--- src/rtl/csel_addsub_pipe_if.sv ---
// csel_addsub_pipe_if -- operand/result handshake bundle for csel_addsub_pipe.
//   master : drives in_valid, a, b, sub, out_ready; sees in_ready, out_valid, s, co, ovf
//   slave  : the adder side of the same signals
// Optional macro CSEL_ADDSUB_SAT_EN adds the 1-bit sat result flag.
interface csel_addsub_pipe_if #(parameter int WIDTH = 16);
  logic             in_valid;
  logic             in_ready;
  logic [WIDTH-1:0] a;
  logic [WIDTH-1:0] b;
  logic             sub;
  logic             out_valid;
  logic             out_ready;
  logic [WIDTH-1:0] s;
  logic             co;
  logic             ovf;
`ifdef CSEL_ADDSUB_SAT_EN
  logic             sat;
`endif

  modport master (
    output in_valid, a, b, sub, out_ready,
    input  in_ready, out_valid, s, co, ovf
`ifdef CSEL_ADDSUB_SAT_EN
    , input sat
`endif
  );

  modport slave (
    input  in_valid, a, b, sub, out_ready,
    output in_ready, out_valid, s, co, ovf
`ifdef CSEL_ADDSUB_SAT_EN
    , output sat
`endif
  );
endinterface

--- src/rtl/csel_addsub_pipe.sv ---
// csel_addsub_pipe -- pipelined carry-select adder/subtractor.
//   s/co = a + (b ^ {WIDTH{sub}}) + sub, ovf = signed overflow.
//   One pipeline stage per BLK-bit block, latency NBLK = WIDTH/BLK, 1 op/cycle.
// Ports:
//   clk  - clock
//   rst  - synchronous active-high reset
//   bus  - csel_addsub_pipe_if.slave (in_valid/in_ready/a/b/sub,
//          out_valid/out_ready/s/co/ovf[/sat])
// Optional macro CSEL_ADDSUB_SAT_EN: unsigned saturation at the last stage
//   (add overflow -> all ones, sub borrow -> 0) with a sat flag; co/ovf stay raw.
module csel_addsub_pipe #(
  parameter int WIDTH = 16,
  parameter int BLK   = 4
) (
  input  logic              clk,
  input  logic              rst,
  csel_addsub_pipe_if.slave bus
);
  localparam int NBLK   = WIDTH / BLK;
  localparam int STAGES = NBLK - 1;

  // {carry_out, sum} of one block
  function automatic logic [BLK:0] blk_add(input logic [BLK-1:0] x,
                                           input logic [BLK-1:0] y,
                                           input logic           ci);
    return {1'b0, x} + {1'b0, y} + {{BLK{1'b0}}, ci};
  endfunction

  logic             en;
  logic [STAGES:0]  vld_pipe;
  logic [WIDTH-1:0] s_o;
  logic             co_o;
  logic             ovf_o;
`ifdef CSEL_ADDSUB_SAT_EN
  logic             sat_o;
  assign bus.sat = sat_o;
`endif

  // Whole pipe advances together; a stalled output freezes every stage.
  assign en            = !vld_pipe[STAGES] || bus.out_ready;
  assign bus.in_ready  = en;
  assign bus.out_valid = vld_pipe[STAGES];
  assign bus.s         = s_o;
  assign bus.co        = co_o;
  assign bus.ovf       = ovf_o;

  always_ff @(posedge clk) begin
    if (rst)     vld_pipe <= '0;
    else if (en) vld_pipe <= (vld_pipe << 1) | (STAGES+1)'(bus.in_valid);
  end

  for (genvar k = 0; k < NBLK; k++) begin : g_stg
    localparam int LO = k * BLK;
    localparam int HI = (k + 1) * BLK;

    // operand bits still to be summed (b already conditionally inverted)
    logic [WIDTH-1:LO] a_src;
    logic [WIDTH-1:LO] b_src;
    logic [HI-1:0]     sum;   // result bits resolved up to this block
    logic [BLK:0]      r;     // this block: {carry_out, sum}
`ifdef CSEL_ADDSUB_SAT_EN
    logic              sub_src;
`endif

    if (k == 0) begin : g_in
      assign a_src = bus.a;
      assign b_src = bus.b ^ {WIDTH{bus.sub}};
      assign r     = blk_add(a_src[HI-1:LO], b_src[HI-1:LO], bus.sub);
      assign sum   = r[BLK-1:0];
`ifdef CSEL_ADDSUB_SAT_EN
      assign sub_src = bus.sub;
`endif
    end else begin : g_sel
      // both carry-in candidates in parallel; the registered carry only muxes
      logic [BLK:0] r0;
      logic [BLK:0] r1;
      assign a_src = g_stg[k-1].g_reg.a_q;
      assign b_src = g_stg[k-1].g_reg.b_q;
      assign r0    = blk_add(a_src[HI-1:LO], b_src[HI-1:LO], 1'b0);
      assign r1    = blk_add(a_src[HI-1:LO], b_src[HI-1:LO], 1'b1);
      assign r     = g_stg[k-1].g_reg.c_q ? r1 : r0;
      assign sum   = {r[BLK-1:0], g_stg[k-1].g_reg.s_q};
`ifdef CSEL_ADDSUB_SAT_EN
      assign sub_src = g_stg[k-1].g_reg.sub_q;
`endif
    end

    if (k < STAGES) begin : g_reg
      logic [HI-1:0]     s_q;
      logic              c_q;
      logic [WIDTH-1:HI] a_q;
      logic [WIDTH-1:HI] b_q;
`ifdef CSEL_ADDSUB_SAT_EN
      logic              sub_q;
      always_ff @(posedge clk) if (en) sub_q <= sub_src;
`endif
      always_ff @(posedge clk) begin
        if (en) begin
          s_q <= sum;
          c_q <= r[BLK];
          a_q <= a_src[WIDTH-1:HI];
          b_q <= b_src[WIDTH-1:HI];
        end
      end
    end else begin : g_out
      // carry into the MSB recovered from the MSB sum bit
      logic cm;
      assign cm = a_src[WIDTH-1] ^ b_src[WIDTH-1] ^ sum[WIDTH-1];
`ifdef CSEL_ADDSUB_SAT_EN
      // add clamps on carry, sub clamps on borrow (co=0)
      logic sat_hit;
      assign sat_hit = sub_src ? !r[BLK] : r[BLK];
`endif
      always_ff @(posedge clk) begin
        if (rst) begin
          s_o   <= '0;
          co_o  <= 1'b0;
          ovf_o <= 1'b0;
`ifdef CSEL_ADDSUB_SAT_EN
          sat_o <= 1'b0;
`endif
        end else if (en) begin
`ifdef CSEL_ADDSUB_SAT_EN
          s_o   <= sat_hit ? {WIDTH{!sub_src}} : sum;
          sat_o <= sat_hit;
`else
          s_o   <= sum;
`endif
          co_o  <= r[BLK];
          ovf_o <= r[BLK] ^ cm;
        end
      end
    end
  end
endmodule

--- src/flat_wrapper.sv ---
// flat-port wrapper written by rule: the top's interface ports become plain ports
module csel_addsub_pipe_flat 
#(
  parameter int WIDTH = 16,
  parameter int BLK   = 4
)
  (clk, rst, bus_in_valid, bus_a, bus_b, bus_sub, bus_out_ready, bus_in_ready, bus_out_valid, bus_s, bus_co, bus_ovf);
  csel_addsub_pipe_if #(.WIDTH(WIDTH)) bus_i ();
  input  logic clk;
  input  logic rst;
  input wire logic [$bits(bus_i.in_valid)-1:0] bus_in_valid;
  input wire logic [$bits(bus_i.a)-1:0] bus_a;
  input wire logic [$bits(bus_i.b)-1:0] bus_b;
  input wire logic [$bits(bus_i.sub)-1:0] bus_sub;
  input wire logic [$bits(bus_i.out_ready)-1:0] bus_out_ready;
  output wire logic [$bits(bus_i.in_ready)-1:0] bus_in_ready;
  output wire logic [$bits(bus_i.out_valid)-1:0] bus_out_valid;
  output wire logic [$bits(bus_i.s)-1:0] bus_s;
  output wire logic [$bits(bus_i.co)-1:0] bus_co;
  output wire logic [$bits(bus_i.ovf)-1:0] bus_ovf;
  assign bus_i.in_valid = bus_in_valid;
  assign bus_i.a = bus_a;
  assign bus_i.b = bus_b;
  assign bus_i.sub = bus_sub;
  assign bus_i.out_ready = bus_out_ready;
  assign bus_in_ready = bus_i.in_ready;
  assign bus_out_valid = bus_i.out_valid;
  assign bus_s = bus_i.s;
  assign bus_co = bus_i.co;
  assign bus_ovf = bus_i.ovf;
  csel_addsub_pipe #(.WIDTH(WIDTH), .BLK(BLK)) u_core (.clk(clk), .rst(rst), .bus(bus_i));
endmodule
--- config.mk ---
export PLATFORM = sky130hd
export DESIGN_NAME = csel_addsub_pipe_flat
export DESIGN_NICKNAME = d
export VERILOG_FILES = /design/src/rtl/csel_addsub_pipe_if.sv /design/src/rtl/csel_addsub_pipe.sv /design/src/flat_wrapper.sv
export SDC_FILE = /design/constraint.sdc
export NUM_CORES = 1
export LEC_CHECK = 0
export BUFFER_PORTS_ARGS = -buffer_cell sky130_fd_sc_hd__buf_2
export CORE_MARGIN = 2
export CORE_UTILIZATION = 35
export CTS_CLUSTER_DIAMETER = 40
export CTS_CLUSTER_SIZE = 30
export DETAILED_ROUTE_END_ITERATION = 6
export SYNTH_ARGS = -nofsm -noshare
export SYNTH_HDL_FRONTEND = slang
export SYNTH_SLANG_ARGS = --single-unit
--- constraint.sdc ---
create_clock -name clk -period 4.6 [get_ports clk]
set_input_delay 0.23 -clock clk [delete_from_list [all_inputs] [get_ports clk]]
set_output_delay 0.23 -clock clk [all_outputs]
set_load 0.05 [all_outputs]
==> flow_metrics.tcl <==
set metrics [dict create \
    status "finished clean" \
    power_mw 2.38 \
    max-cap-violations 0 \
    r2r-end "u_core.bus.ovf" \
    fmax_mhz 389 \
    htreeDepth 3 \
    crit_slowest_cell "fa_1" \
    holdBufCountCts 0 \
    holdWs_ns 0.0652 \
    drc 0 \
    antenna_found_initial 0 \
    grt_max_degree 44 \
    cp.arrival_ns 2.85 \
    place.gp.congestion 0.714 \
    period_share_pct 55.9 \
    setup.worst_path.end "u_core.bus.ovf" \
    start_util_pct 35.5 \
    multiInputGateArea_um2 1230 \
    final_hold_viol_count 0 \
    register_area_um2 2690 \
    dr.pass1.iters 6 \
    grt_pass1_vias 2159 \
    critPathLaunch "u_core.g_stg[2].g_reg.b_q[12]" \
    fin_setup_tns_ns 0 \
    setup_viol 0 \
    syn_nets 334 \
    p_switching_mw 0.631 \
    peakVddDrop_mv 0.260 \
    timing.rr.start "u_core.g_stg[2].g_reg.b_q[12]" \
    critPathLaunchType "flip-flop" \
    netlist_area_um2 4000 \
    r2r_setup_slack_ns 2.03 \
    ys_seq_elements 97 \
    grt_usage_pct 10.2 \
    portBuffers 56 \
    cp_max_fo 3 \
    drive_gt1_share_pct 23.2 \
    crit_type "flip-flop to flip-flop" \
    num_vias 2170 \
    post-place-ws_ns 2.05 \
    slowest_delay_ns 0.48 \
    worstMarginPinSlew_ns 0.698 \
    clock_sinks 97 \
    p_leak_nw 1.94 \
    cts_resized 0 \
    drtAntennaViolNets 0 \
    comb_power_share_pct 18.6 \
    ios 57 \
    areaGrowthSynthToFinish_pct 18.6 \
    clk_pin_slew_ns 0.06 \
    finalInstanceArea_um2 4750 \
    routed_via_density 4.48 \
    slew_headroom_pct 53.4 \
    drv_slew 0 \
    path_cells "ha_1 > inv_1 > fa_1 > inv_1 > ha_1 > nand4b_1 > a2111oi_2 > a211oi_2 > a2111o_1 > nand3_1" \
    drt_iter0_drc 74 \
    fin_skew_ns 0.00447 \
    dieArea_um2 12300 \
    dpl_cell_area_um2 4440 \
    ys_seq_area_share_pct 67.3 \
    grt.overflow.total 0 \
    wl_um 5890 \
    clkPwrFrac_pct 31.9 \
    avgSynthCellArea_um2 14.6 \
    cts_tree "yes" \
    clkLatencyLatePin_ns 0.33 \
    switching_share_pct 26.5 \
    core_area_um2 11300 \
    power_density_nw_per_um2 502 \
    seqPwrFrac_pct 49.4 \
    crit_required_ns 4.88 \
    grt_pass1_wl_um 9970 \
    p_int_mw 1.75 \
    reg2regPathDepth 10 \
    die_width_um 111 \
    wire_per_inst_um 12.2 \
    cts-root-buf "clkbuf_16" \
    synth_cell_types 38 \
    fin_crit_ns 2.57 \
    grt_setup_unrepaired "no" \
    nets 395 \
    fillers 1030 \
    endpoint_kind "flip-flop" \
    syn_inst 275 \
    setup_ws_ns 2.03 \
    post_cts_buffers 0 \
    place_hpwl_um 3990 \
    cts.path.max_buffers 2 \
    min_path_type "input pin to flip-flop" \
    n_antenna_cell 0 \
    cts_buffers 9 \
    die_h_um 111 \
    yosys_warnings 0 \
    core.rowCount 39 \
]
final cells by class:
class | count | area share [%]
well taps | 143 | 3.77
inverters | 9 | 0.738
clock buffers | 12 | 4.98
multi-input cells | 160 | 26.0
flip-flops and latches | 97 | 56.7
clock inverters | 4 | 1.42
repair buffers | 59 | 6.38
layout by cell type (no fill, tap or decap), drive strengths merged:
cell | synthesis | layout
edfxtp | 75 | 75
nand2 | 34 | 34
a21oi | 22 | 22
nand4b | 1 | 1
dfxtp | 22 | 22
mux2i | 1 | 1
mux2 | 2 | 2
a211oi | 6 | 6
a311o | 1 | 1
o21ai | 1 | 1
nand4 | 5 | 5
nor2 | 9 | 9
nand3 | 2 | 2
ha | 18 | 18
or2 | 1 | 1
fa | 4 | 4
inv | 9 | 8
a2111oi | 2 | 2
o21bai | 1 | 1
xnor2 | 12 | 12
clkbuf | 7 | 12
a311oi | 1 | 1
bufinv | 0 | 2
o31ai | 1 | 1
nor2b | 3 | 3
nand3b | 1 | 1
clkinv | 0 | 3
nand2b | 1 | 1
buf | 2 | 59
nor3 | 2 | 2
a2111o | 1 | 1
xor2 | 23 | 23
a21o | 5 | 5
sequential cells by signal, summed over array words and instances (netlist names):
name,flops
u_core.bus.co,1
u_core.bus.ovf,1
u_core.bus.s,16
u_core.g_stg.g_reg.a_q,24
u_core.g_stg.g_reg.b_q,24
u_core.g_stg.g_reg.c_q,3
u_core.g_stg.g_reg.s_q,24
u_core.vld_pipe,4
layer usage:
metal | up-vias | part of all wire (%) | GRT usage (%)
li1 | 1113 | - | -
met5 | - | 0 | 0
met1 | 983 | 50 | 13.7
met4 | 0 | 2.7 | 6.25
met3 | 9 | 5.0 | 2.62
met2 | 65 | 42 | 14.9
metrics by stage:
step	instances	util [%]
after floorplan	275	-
after global placement	468	39.4
after detailed placement	468	39.4
after CTS	484	42.1
after global routing	484	42.1
final	484	42.1
Yosys cell counts:
cell type  count  area, um^2
a311oi_1       1        8.76
a2111oi_4      1        27.5
nor3_4         1        16.3
ha_1          18         225
nand4b_1       1        8.76
xor2_4         1        27.5
o31ai_1        1        7.51
a21o_1         5        37.5
nor3_1         1        5.00
nand2_1       34         128
or2_1          1        6.26
inv_2          1        3.75
clkbuf_1       7        26.3
mux2_2         2        22.5
a211oi_1       5        37.5
a311o_1        1        10.0
a21oi_1       22         110
buf_6          1        11.3
nand3b_1       1        7.51
a211oi_2       1        12.5
xor2_1        22         193
xnor2_2        1        16.3
edfxtp_1      75        2250
dfxtp_1       22         440
mux2i_1        1        10.0
a2111oi_2      1        15.0
xnor2_1       11        96.3
nand2b_1       1        6.26
buf_2          1        5.00
o21bai_1       1        7.51
a2111o_1       1        11.3
nand4_1        5        31.3
o21ai_0        1        5.00
nand3_1        2        10.0
nor2b_1        3        18.8
fa_1           4        80.1
inv_1          8        30.0
nor2_1         9        33.8
worst max-delay path, delay by kind of cell, from the launching register on:
kind	cells	cell delay, ns
buffers and inverters	2	0.17
flip-flops	1	0.36
adder cells (fa/ha/maj)	3	0.87
AND/OR/NAND/NOR	2	0.20
AO/OA/AOI/OAI	3	0.92
cells by family after synthesis:
family / after synthesis / synth area share, %
buf+inv: 18 / 1.91
xor+xnor: 35 / 8.32
compound gates: 41 / 7.25
mux: 3 / 0.813
flops: 97 / 67.3
fa+ha+maj: 22 / 7.63
simple gates: 59 / 6.79
how the worst min path moves through the flow:
stage                                               end  depth (start not counted)                     startpoint  slack [ns]
after floorplan                           u_core.bus.co                          1                            rst        0.30
after global placement     u_core.g_stg[2].g_reg.s_q[7]                          0   u_core.g_stg[1].g_reg.s_q[7]        0.40
after detailed placement  u_core.g_stg[1].g_reg.a_q[12]                          0  u_core.g_stg[0].g_reg.a_q[12]        0.40
after CTS                 u_core.g_stg[0].g_reg.a_q[10]                          1                      bus_a[10]        0.05
after global routing       u_core.g_stg[0].g_reg.a_q[7]                          1                       bus_a[7]        0.06
final                     u_core.g_stg[0].g_reg.a_q[10]                          1                      bus_a[10]        0.07
power groups by stage:
stage	Combinational, mW	Sequential, mW	Clock, mW
2_1_floorplan	0.228	1.31	0
3_3_place_gp	0.440	1.19	0
3_5_place_dp	0.446	1.20	0
4_1_cts	0.449	1.18	0.792
5_1_grt	0.488	1.19	0.818
6_report	0.444	1.18	0.761
No activity file was read; power rests on OpenSTA's default activity.
